==> config.mk <==
export PLATFORM = sky130hd
export DESIGN_NAME = mem_arbiter
export DESIGN_NICKNAME = d
export VERILOG_FILES = /design/src/rtl/mem_arbiter.sv
export SDC_FILE = /design/constraint.sdc
export NUM_CORES = 1
export LEC_CHECK = 0
export ABC_CLOCK_PERIOD_IN_PS = 1500
export CAP_MARGIN = 20
export CORE_AREA = 2 2 634 636
export CTS_CLUSTER_SIZE = 20
export DETAILED_ROUTE_END_ITERATION = 12
export DIE_AREA = 0 0 636 638
export GPL_TIMING_DRIVEN = 0
export RECOVER_POWER = 50
export SLEW_MARGIN = 10
export SYNTH_ARGS = -nofsm -noshare
export SYNTH_HDL_FRONTEND = slang
export SYNTH_SLANG_ARGS = --single-unit
export TNS_END_PERCENT = 1
==> constraint.sdc <==
create_clock -name clk_i -period 1.5 [get_ports clk_i]
set_input_delay 0.375 -clock clk_i [delete_from_list [all_inputs] [get_ports clk_i]]
set_output_delay 0.375 -clock clk_i [all_outputs]
set_load 0.1 [all_outputs]
==> src/rtl/mem_arbiter.sv <==
// Purpose: shares one line-wide data memory port between the I-cache and the D-cache.
// Latency: grant registered one edge after a request is seen in IDLE; ack/read data pass through combinationally.
// Backpressure: a request waits (enable held) while the port is busy or in the one-cycle GAP after an ack.
//
// Ports: clk_i / rst_i (async active-low); i_* I-cache request/ack/read line;
// d_* D-cache request/ack/read line; mem_* registered memory request plus
// memory read line and one-cycle ack; owner_o debug view of the current owner.
module mem_arbiter #(
    parameter int ADDR_W       = 32,
    parameter int LINE_W       = 256,
    parameter int MAX_D_STREAK = 4
) (
    input  logic              clk_i,
    input  logic              rst_i,
    input  logic              i_enable_i,
    input  logic              i_write_i,
    input  logic [ADDR_W-1:0] i_addr_i,
    input  logic [LINE_W-1:0] i_data_i,
    output logic              i_ack_o,
    output logic [LINE_W-1:0] i_data_o,
    input  logic              d_enable_i,
    input  logic              d_write_i,
    input  logic [ADDR_W-1:0] d_addr_i,
    input  logic [LINE_W-1:0] d_data_i,
    output logic              d_ack_o,
    output logic [LINE_W-1:0] d_data_o,
    output logic              mem_enable_o,
    output logic              mem_write_o,
    output logic [ADDR_W-1:0] mem_addr_o,
    output logic [LINE_W-1:0] mem_data_o,
    input  logic [LINE_W-1:0] mem_data_i,
    input  logic              mem_ack_i,
    output logic [1:0]        owner_o
);

    localparam int                  STREAK_W   = $clog2(MAX_D_STREAK + 1);
    localparam logic [STREAK_W-1:0] STREAK_MAX = STREAK_W'(MAX_D_STREAK);

    typedef enum logic [1:0] {
        IDLE   = 2'd0,
        BUSY_I = 2'd1,
        BUSY_D = 2'd2,
        GAP    = 2'd3
    } state_t;

    state_t              r_state;
    state_t              w_next_state;
    logic                w_grant_i;
    logic                w_grant_d;
    logic                w_ack_done;
    logic                r_mem_enable;
    logic                r_mem_write;
    logic [ADDR_W-1:0]   r_mem_addr;
    logic [LINE_W-1:0]   r_mem_data;
    logic [1:0]          r_owner;
    logic [STREAK_W-1:0] r_d_streak;

    // State register
    always_ff @(posedge clk_i or negedge rst_i) begin
        if (!rst_i) begin
            r_state <= IDLE;
        end else begin
            r_state <= w_next_state;
        end
    end

    // Next-state and grant decision. D has priority unless it has already
    // taken MAX_D_STREAK grants in a row while I was waiting.
    always_comb begin
        w_next_state = r_state;
        w_grant_i    = 1'b0;
        w_grant_d    = 1'b0;
        w_ack_done   = 1'b0;
        case (r_state)
            IDLE: begin
                if (d_enable_i && (!i_enable_i || (r_d_streak < STREAK_MAX))) begin
                    w_grant_d    = 1'b1;
                    w_next_state = BUSY_D;
                end else if (i_enable_i) begin
                    w_grant_i    = 1'b1;
                    w_next_state = BUSY_I;
                end
            end
            BUSY_I, BUSY_D: begin
                if (mem_ack_i) begin
                    w_ack_done   = 1'b1;
                    w_next_state = GAP;
                end
            end
            // One dead cycle so the owner can drop or re-present its request.
            GAP:     w_next_state = IDLE;
            default: w_next_state = IDLE;
        endcase
    end

    // Memory request registers: loaded only on a grant, so they stay frozen
    // for the whole transaction whatever the requesters do meanwhile.
    always_ff @(posedge clk_i or negedge rst_i) begin
        if (!rst_i) begin
            r_mem_enable <= 1'b0;
            r_mem_write  <= 1'b0;
            r_mem_addr   <= '0;
            r_mem_data   <= '0;
            r_owner      <= 2'b00;
            r_d_streak   <= '0;
        end else if (w_grant_d) begin
            r_mem_enable <= 1'b1;
            r_mem_write  <= d_write_i;
            r_mem_addr   <= d_addr_i;
            r_mem_data   <= d_data_i;
            r_owner      <= 2'b10;
            // Count only D wins taken at I's expense; saturate at the limit.
            if (!i_enable_i) begin
                r_d_streak <= '0;
            end else if (r_d_streak != STREAK_MAX) begin
                r_d_streak <= r_d_streak + STREAK_W'(1);
            end
        end else if (w_grant_i) begin
            r_mem_enable <= 1'b1;
            r_mem_write  <= i_write_i;
            r_mem_addr   <= i_addr_i;
            r_mem_data   <= i_data_i;
            r_owner      <= 2'b01;
            r_d_streak   <= '0;
        end else if (w_ack_done) begin
            r_mem_enable <= 1'b0;
            r_mem_write  <= 1'b0;
            r_owner      <= 2'b00;
        end
    end

    // Acks are qualified by state, so stray acks in IDLE/GAP (or after a
    // reset abandoned a transaction) never reach a cache.
    assign i_ack_o      = mem_ack_i & (r_state == BUSY_I);
    assign d_ack_o      = mem_ack_i & (r_state == BUSY_D);
    assign i_data_o     = mem_data_i;
    assign d_data_o     = mem_data_i;
    assign mem_enable_o = r_mem_enable;
    assign mem_write_o  = r_mem_write;
    assign mem_addr_o   = r_mem_addr;
    assign mem_data_o   = r_mem_data;
    assign owner_o      = r_owner;

endmodule
# After elaboration in Yosys (flattened, before gate mapping)
# Index checks and enable logic that the tools add are counted.
# W data, S select, Z words.
# totals
in_bits	839
memories	0
mem_bits_rw	0
wordCells	54
latch_bits	0
reg_bits	297
romBits	0
# op_classes
reduce_logical	9
n_mul	0
bitwise_logic	2
mux	27
n_lt_le_gt_ge	1
add_sub_neg	1
div	0
n_eq_ne	7
shifts	0
# op_table
operator	n
$mux W256	2
$mux W32	2
$mux W1	12
$mux W2	6
$mux W3	4
$ne A3 B3 Y1 const B	2
$pmux W2 S3	1
$eq A2 B2 Y1 const B	2
$reduce_and A2 Y1	2
$add A3 B1 Y3 const B	1
$lt A3 B3 Y1 const B	1
$ne A3 B2 Y1 const B	1
$reduce_bool A3 Y1	1
$and A1 B1 Y1	2
$eq A2 B1 Y1 const B	1
$logic_not A2 Y1	1
$ne A2 B2 Y1 const B	1
$reduce_bool A2 Y1	1
$reduce_or A2 Y1	1
$logic_and A1 B1 Y1	1
$logic_not A1 Y1	1
$logic_or A1 B1 Y1	1

# Depth between registers and ports, before layout
# Gate-level depths: netlist of run 1.
# depth
word_depth	7
mapped_depth	9

# Worst setup path after synthesis of run 1
# Ideal clock, no wire load.
# synth_path
kind	register to output
startpoint	register r_state[1]
endpoint	output port i_ack_o
stages_incl_launch_ff	4
setup_slack_ns	-0.200
t_arrival_ns	1.325
path_cell_list	dfrtp_1 > inv_1 > ha_1 > and2_1
# synth_via
elab_chain_len	2
# synth_rtl
item	line	source
from (decl)	46	state_t r_state;
from (signal assigned)	63	r_state <= w_next_state;
$eq A2 B1 Y1	134	assign i_ack_o = mem_ack_i & (r_state == BUSY_I);
$and A1 B1 Y1	134	
to (decl)	19	output logic i_ack_o,
# No other way between the ends.

# Worst setup path in the final report of run 1
# layout_path
startpoint	register r_state[1]
endpoint	register r_mem_data[246] (netlist: mem_data_o[246])
# layout_via
elab_chain_len	3
elab_cells_between_ends	5
# layout_rtl
item	line	source
$logic_not A2 Y1 (*)	74	case (r_state)
$mux W1	74	
$mux W256 / $reduce_bool A2 Y1 (equally long branches)	-	
to (signal assigned)	110	r_mem_data <= d_data_i;
to (signal assigned)	122	r_mem_data <= i_data_i;
to (decl)	54	logic [LINE_W-1:0] r_mem_data;
# Every way passes the cells marked *; elsewhere a longest branch is shown, timed or not.
# A chain may end at the register's enable or synchronous reset.

==> results of run 1 <==
[how the worst max path moves through the flow]
stage | end | depth (start not counted) | slack, ns | start
2_1_floorplan | mem_data_o[123] | 9 | -0.06 | r_state[1]
3_3_place_gp | mem_data_o[202] | 1 | -15.99 | rst_i
3_5_place_dp | mem_data_o[239] | 6 | -1.84 | i_enable_i
4_1_cts | d_ack_o | 4 | -0.59 | r_state[0]
5_1_grt | i_ack_o | 4 | -0.62 | r_state[1]
6_report | mem_data_o[246] | 9 | -0.56 | r_state[1]
[report_power, final]
group	switching (mW)	total [mW]	internal [mW]
sequential	4.01	16.2	12.2
clock	4.95	12.4	7.45
combinational	58.8	80.4	21.7
[registers in the layout (all words and copies together), names as in the netlist]
| signal | flops |
|---|---|
| mem_enable_o | 1 |
| r_d_streak | 3 |
| mem_data_o | 256 |
| mem_write_o | 1 |
| owner_o | 2 |
| mem_addr_o | 32 |
| r_state | 2 |
[cells in the mapped netlist]
cell | count | area (sq um)
clkbuf_2 | 9 | 45.04
o21a_1 | 1 | 7.510
o31ai_1 | 1 | 7.510
o21ai_1 | 45 | 225.2
a31oi_1 | 288 | 1802
buf_4 | 526 | 3949
a221oi_1 | 1 | 8.760
a31o_2 | 1 | 8.760
nand4_1 | 1 | 6.260
o21ai_0 | 245 | 1226
buf_2 | 123 | 615.6
a2111oi_0 | 1 | 8.760
nor3_1 | 1 | 5.000
nor2_1 | 292 | 1096
nand3_1 | 292 | 1461
and2_1 | 4 | 25.02
a32o_1 | 4 | 40.04
o32ai_1 | 1 | 8.760
ha_1 | 5 | 62.56
clkbuf_1 | 29 | 108.9
dfrtp_1 | 297 | 7432
nand2b_1 | 1 | 6.260
a21oi_1 | 2 | 10.01
inv_1 | 8 | 30.03
nand2_1 | 8 | 30.03
nor2b_1 | 1 | 6.260
nand2_2 | 1 | 6.260
buf_6 | 20 | 225.2
[worst reg2reg max path: stages (launching register included)]
cell	delay, ns
dfrtp_1	0.44
inv_2	0.11
ha_1	0.16
buf_6	0.14
and2_4	0.16
buf_12	0.16
buf_16	0.19
buf_12	0.24
nand3_4	0.16
a31oi_2	0.23
[routing by layer]
layer  wire length (microns)  track usage (%)  vias up
met1                  109600            15.53    12229
met2                  145700            24.46     1692
li1                        -                -    10600
met3                   41650            8.178      410
met4                   14450            5.863      104
met5                     865           0.2363        -
[timing repair]
| item | CTS | global route |
|---|---|---|
| hold endpoints to repair | 53 | 52 |
| buffers inserted | 22 | 4 |
| endpoints found under the setup margin | 1057 | 1048 |
| cloned | 6 | 0 |
| pin swaps | 10 | 64 |
| gates resized for setup | 1201 | 571 |
[cell type report]
class,count,area (sq um),area share (%)
clock inverters,21,332.8,0.7272
plain buffers,704,5827,12.73
well taps,5265,6588,14.39
flip-flops and latches,297,7463,16.31
multi-input cells,1196,6805,14.87
clock buffers,63,1335,2.917
diodes,109,272.8,0.5960
repair buffers,1565,17110,37.39
inverters,8,30.03,0.06561
[logic make-up after synthesis]
logic type               after synthesis
AO/OA/AOI/OAI                        590
adder cells (fa/ha/maj)                5
buffers and inverters                715
flip-flops                           297
AND/OR/NAND/NOR                      601
[through the flow]
step / power [mW] / setup slack, ns / utilization (%)
3_3_place_gp: 87.86 / -15.99 / 9.770
3_5_place_dp: 91.55 / -1.839 / 10.34
6_report: 109.0 / -0.5621 / 11.48
5_1_grt: 112.9 / -0.6230 / 11.46
2_1_floorplan: 59.00 / -0.06402 / -
4_1_cts: 107.8 / -0.5874 / 11.22
==> impl_metrics.toml, run 1 <==
[timing]
slew_headroom_pct = -6.945
setup_viol = 1071
finalCritPeriodShare_pct = 137.5
slew_violations = 53
period_needed_ns = 2.062
fin_skew_ns = 0.01590
timing.setup.tns_ns = -411.34
fin_hold_ws_ns = 0.1266
worst_pin_slew_ns = 1.604
rsz0062_at_grt = "yes"
clock.fmax_mhz = 484.9
worst_slack_ns = -0.5621
hold_viol = 0

[global_route]
grt_pass1_vias = 24375
grt_pass1_wl_microns = 365800
gr-total-overflow = 0
antenna_found_initial = 143
grt_max_degree = 95
grt_usage_pct = 14.78

[finish]
layout_commonest_cell = "clkdlybuf4s50_1"
area_growth_pct = 147.9
final_cell_mix = "948 x clkdlybuf4s50_1, 699 x buf_4, 290 x nor2_1"
drive_above_1_share_pct = 37.42
final_cell_count_no_fill = 9228
nFillCells = 45795
design_area_sq_um = 45770
final_nets = 4661

[drt]
drcViolationCount = 0
wl_microns = 312200
routed_via_density = 2.713
detail-route-antenna-nets = 0
drt-initial-drc-count = 2091
vias = 25035
wl_per_cell_microns = 33.83
firstDrtPassIters = 5

[logic_synthesis]
postSynthCellCount = 2208
syn_area_sq_um = 18460
synth_simple_gate_area_share_pct = 14.31
yosys_warnings = 0
syn_avg_cell_area_sq_um = 8.362
ys_seq_elements = 297
synth_compound_area_share_pct = 18.16
synth_fa_ha_area_share_pct = 0.3388
synth_seq_area_share_pct = 40.25
syn_nets = 3052
synth_xor_area_share_pct = 0
synth.distinct_cells = 28
synth_top_family_by_area = "buffers and inverters"
synthMuxAreaShare_pct = 0

[clock_tree]
clock_latency_ns = 0.67
cts_sinks = 297
cts_buffers = 45
postCtsHoldBufs = 1
max-clock-path-buffers = 3
tritoncts = "built"
h-tree-depth = 2
ctsRootBufferMaster = "clkbuf_16"
clk_pin_slew_ns = 0.06

[critical_path]
reg2reg_from = "r_state[1]"
slowest_delay_ns = 0.44
path_cells = "inv_2 -> ha_1 -> buf_6 -> and2_4 -> buf_12 -> buf_16 -> buf_12 -> nand3_4 -> a31oi_2"
critPathRequiredTime_ns = 2.09
startpoint_type = "flip-flop"
reg2reg_to = "mem_data_o[246]"
rr_worst_depth = 9
path_delay_family = "buffers and inverters"
cp_data_arrival_time_ns = 2.65
crit_type = "reg2reg"
r2r_setup_slack_ns = -0.56
timing.critical_path.fanout_max = 10
path_common_cell = "buf_12"
slowest_stage = "dfrtp_1"
critPathCaptureType = "flip-flop"
path_buf_inv = 5

[status]
violations = "capacitance limit, slew limit, setup timing"
outcome = "finished with violations"

[place]
placed_area_sq_um = 41190
numPlacedInstances = 9006
numPortBuffers = 1387
gp_congestion = 1.047
hpwl_microns = 286000

[pwr]
pwr_density_cell_nw_per_um2 = 2382
vdd_drop_max_v = 0.0009154
p_leak_nw = 17.14

[die]
die-area_sq_um = 405800
ioPinCount = 1645
die_y_microns = 638
rows = 232
die_width_microns = 636
core_sq_um = 398600
initial_core_util_pct = 4.633

[flow_run]
drv_cap = 1

[min_path]
holdCritPathClass = "in2async"
Note: power is estimated with default switching activity, not from simulation.
==> run 2, diff against run 1 <==
Settings changed: CTS_CLUSTER_SIZE 20 to 30.
==> impl_metrics.toml, run 2 (synthesis gave the netlist of run 1 again) <==
[critical_path]
reg2reg_from = "r_state[1]"
rr_worst_depth = 9
timing.critical_path.fanout_max = 10
crit_type = "reg2reg"
critPathRequiredTime_ns = 2.08
r2r_setup_slack_ns = -0.56
critPathCaptureType = "flip-flop"
reg2reg_to = "mem_data_o[246]"
cp_data_arrival_time_ns = 2.64
startpoint_type = "flip-flop"

[die]
die_width_microns = 636
ioPinCount = 1645
initial_core_util_pct = 4.633
rows = 232
die_y_microns = 638
core_sq_um = 398600
die-area_sq_um = 405800

[place]
dpl_worst_slack_ns = -1.839
hpwl_microns = 286000
numPortBuffers = 1387
gp_congestion = 1.047

[finish]
final_nets = 4661
area_growth_pct = 147.8
layout_commonest_cell = "clkdlybuf4s50_1"
regArea_sq_um = 7463
drive_above_1_share_pct = 37.42
multi_input_area_sq_um = 6805
final_cell_mix = "948 x clkdlybuf4s50_1, 699 x buf_4, 290 x nor2_1"
largest_register_ffs = 256
nFillCells = 45796

[timing]
worst_pin_slew_ns = 1.620
hold_viol = 0
worst_slack_ns = -0.5573
slew_violations = 53
setup_viol = 1071
slew_headroom_pct = -8.022
finalCritPeriodShare_pct = 137.2
rsz0062_at_grt = "yes"
period_needed_ns = 2.057
clock.fmax_mhz = 486.1
fin_skew_ns = 0.01420

[global_route]
grt_pass1_vias = 24375
antenna_found_initial = 143
grt_pass1_wl_microns = 365800
grt_max_degree = 95
gr-total-overflow = 0
grt_usage_pct = 14.78

[drt]
drt-initial-drc-count = 2147
firstDrtPassIters = 5
wl_microns = 312200
vias = 25098
routed_via_density = 2.722
detail-route-antenna-nets = 0
drcViolationCount = 0
wl_per_cell_microns = 33.86

[clock_tree]
postCtsHoldBufs = 1
clock_latency_ns = 0.67
cts_sinks = 297
cts_buffers = 45
max-clock-path-buffers = 3
h-tree-depth = 2
clk_pin_slew_ns = 0.06
ctsRootBufferMaster = "clkbuf_16"
tritoncts = "built"

[pwr]
p_sw_share_pct = 62.10
p_comb_share_pct = 73.8
intPower_mw = 41.33
vdd_drop_max_v = 0.0009056
pwr_density_cell_nw_per_um2 = 2384
p_leak_nw = 17.14
seq_power_share_pct = 14.8
power.total_mw = 109.1
pwr-share-clk_pct = 11.4
p_switching_mw = 67.73

[status]
violations = "capacitance limit, slew limit, setup timing"
outcome = "finished with violations"

[flow_run]
drv_cap = 1

[min_path]
holdCritPathClass = "in2async"
run 2: per-stage QoR:
stage               util (%)  setup TNS [ns]  area [sq um]  hold slack, ns  cells
floorplan                  -          -12.16         18470         0.07941   2208
global placement       9.770        -5526.86         38940          0.4746   8860
detailed placement     10.34         -636.66         41190          0.3843   9006
CTS                    11.22         -476.11         44730         -0.4114   9117
global route           11.46         -487.76         45660          0.1778   9186
finish                 11.48         -409.44         45750          0.1336   9221
run 2: power groups by stage:
stage	clock, mW	sequential [mW]	combinational, mW
4_1_cts	12.8	15.9	79.2
5_1_grt	13.0	16.6	83.3
3_3_place_gp	0	15.7	72.1
3_5_place_dp	0	15.8	75.8
6_report	12.4	16.2	80.5
2_1_floorplan	0	42.7	16.3
run 2: metal layers:
| metal | track usage [%] | wire (microns) | up-vias |
|---|---|---|---|
| met3 | 8.178 | 41210 | 421 |
| met1 | 15.53 | 110000 | 12287 |
| met5 | 0.2363 | 851 | - |
| met4 | 5.863 | 14630 | 102 |
| li1 | - | - | 10596 |
| met2 | 24.46 | 145500 | 1692 |
run 2: how the worst max path moves through the flow:
stage	depth (start not counted)	startpoint	slack, ns	to
5_1_grt	4	r_state[1]	-0.62	i_ack_o
3_5_place_dp	6	i_enable_i	-1.84	mem_data_o[239]
2_1_floorplan	9	r_state[1]	-0.06	mem_data_o[123]
6_report	9	r_state[1]	-0.56	mem_data_o[246]
4_1_cts	4	r_state[0]	-0.59	d_ack_o
3_3_place_gp	1	rst_i	-15.99	mem_data_o[202]
run 2: area by class of cell:
type	instances	area share [%]
Multi-Input combinational cell	1196	14.87
Antenna cell	102	0.5579
Clock buffer	63	2.918
Tap cell	5265	14.40
Inverter	8	0.06564
Buffer	704	12.74
Sequential cell	297	16.31
Timing Repair Buffer	1565	37.41
Clock inverter	21	0.7275
run 2: what timing repair did:
| item | 4_1_cts | 5_1_grt |
|---|---|---|
| cloned | 6 | 0 |
| setup endpoints to repair | 1057 | 1048 |
| pin swaps | 10 | 64 |
| gates resized for setup | 1201 | 571 |
| buffers inserted | 22 | 4 |
| endpoints found under the hold margin | 53 | 52 |
run 2: critical path: stages, from the launching register on:
cell,delay (ns)
dfrtp_1,0.44
inv_2,0.10
ha_1,0.16
buf_6,0.14
and2_4,0.16
buf_12,0.16
buf_16,0.17
buf_12,0.19
nand3_4,0.15
a31oi_2,0.22
==> run 3, diff against run 2 <==
Settings changed: SLEW_MARGIN 10 to 20.
==> impl_metrics.toml, run 3 (synthesis gave the netlist of run 1 again) <==
[global_route]
grt_pass1_wl_microns = 364300
grt_max_degree = 89
gr-total-overflow = 0
grt_usage_pct = 14.82
grt_pass1_vias = 23512
antenna_found_initial = 146

[place]
numPortBuffers = 1387
gp_congestion = 1.047
placed_area_sq_um = 37760
hpwl_microns = 286100
dpl_worst_slack_ns = -1.817

[die]
core_sq_um = 398600
initial_core_util_pct = 4.633
rows = 232
die_y_microns = 638
die_width_microns = 636
ioPinCount = 1645
die-area_sq_um = 405800

[pwr]
p_leak_nw = 15.74
vdd_drop_max_v = 0.0008644
pwr_density_cell_nw_per_um2 = 2478

[timing]
fin_skew_ns = 0.02984
worst_pin_slew_ns = 1.324
period_needed_ns = 2.028
hold_viol = 0
timing.setup.tns_ns = -378.29
slew_headroom_pct = 11.76
fin_hold_ws_ns = 0.2128
rsz0062_at_grt = "yes"
slew_violations = 0
clock.fmax_mhz = 493.1
finalCritPeriodShare_pct = 135.2
setup_viol = 1012
worst_slack_ns = -0.5282

[min_path]
holdCritPathClass = "in2reg"
min_from = "d_enable_i"

[drt]
drcViolationCount = 0
wl_microns = 313800
detail-route-antenna-nets = 0
wl_per_cell_microns = 34.60
drt-initial-drc-count = 1785
vias = 24380
routed_via_density = 2.688
firstDrtPassIters = 6

[finish]
largest_register_ffs = 256
final_cell_mix = "853 x clkdlybuf4s50_1, 636 x buf_4, 290 x nor2_1"
drive_above_1_share_pct = 38.54
layout_commonest_cell = "clkdlybuf4s50_1"
design_area_sq_um = 42130
final_nets = 4518
final_core_util_pct = 10.57
area_growth_pct = 128.2

[clock_tree]
cts_sinks = 297
max-clock-path-buffers = 3
tritoncts = "built"
ctsRootBufferMaster = "clkbuf_16"
cts_buffers = 44
h-tree-depth = 2
clock_latency_ns = 0.70
clk_pin_slew_ns = 0.06

[flow_run]
drv_cap = 0

[critical_path]
critPathRequiredTime_ns = 1.12
timing.critical_path.fanout_max = 4
cp_data_arrival_time_ns = 1.65
cp-startpoint = "r_state[0]"
reg2reg_from = "r_state[0]"
critPathCaptureType = "primary output"
startpoint_type = "flip-flop"
crit_type = "reg2out"

[status]
outcome = "finished with violations"
violations = "setup timing"
-- run 3: cell types whose count changed in the layout (fill, tap and decap cells not counted), sizes merged, moves of 6 or more --
cell           before   now
clkdlybuf4s15      31    21
buf              1187  1097
diode             102    96
clkdlybuf4s50     948   853
clkbuf            107   193
dlygate4sd2        56    18
-- run 3: path summary, 6_finish.rpt --
| kind | to | slack (ns) | cells past startpoint |
|---|---|---|---|
| setup / recovery | d_ack_o | -0.53 | 4 |
| hold / removal | mem_write_o | 0.21 | 4 |
| setup reg to reg | mem_data_o[188] | -0.52 | 8 |
| hold reg to reg | mem_enable_o | 0.48 | 2 |
| max in group asynchronous | mem_data_o[218] | -0.42 | 4 |
| min in group asynchronous | mem_data_o[86] | 0.43 | 3 |
-- run 3: through the flow --
stage	total power [mW]	instances
CTS	102.4	8973
finish	104.4	9069
global placement	87.86	8860
floorplan	59.00	2208
global route	108.2	9030
detailed placement	86.11	8871
-- run 3: worst max-delay path: stages (launching register included) --
cell and delay (ns):
dfrtp_1 0.42, inv_2 0.08, ha_1 0.14, and2_4 0.16
buf_12 0.17
-- run 3: routing by layer --
metal	vias up	GRT usage, %	routed length, microns
met5	-	0	879
met4	114	4.861	12350
met3	420	8.674	44360
met2	1738	25.04	148400
met1	11812	15.27	107800
li1	10296	-	-
-- run 3: power breakdown --
group	total, mW	switching [mW]	leakage [nW]	internal (mW)
logic	76.1	58.1	11.7	18.0
registers	16.3	4.15	3.30	12.2
clock network	12.0	4.88	0.776	7.11
-- run 3: cell type report --
cell class | count | area (sq um)
diodes | 96 | 240.2
flip-flops and latches | 297 | 7458
inverters | 8 | 30.03
clock inverters | 22 | 335.3
clock buffers | 58 | 1254
multi-input cells | 1196 | 6814
fillers | 46224 | 356400
plain buffers | 707 | 5847
well taps | 5265 | 6588
repair buffers | 1420 | 13570
-- run 3: repair_timing --
action                                  4_1_cts  5_1_grt
gates cloned                                  7        1
endpoints found under the setup margin      988      980
gates resized for setup                    1095      677
pin swaps                                     9       75
hold buffers                                  2        0
buffers inserted                             13        0
hold endpoints to repair                    137        0
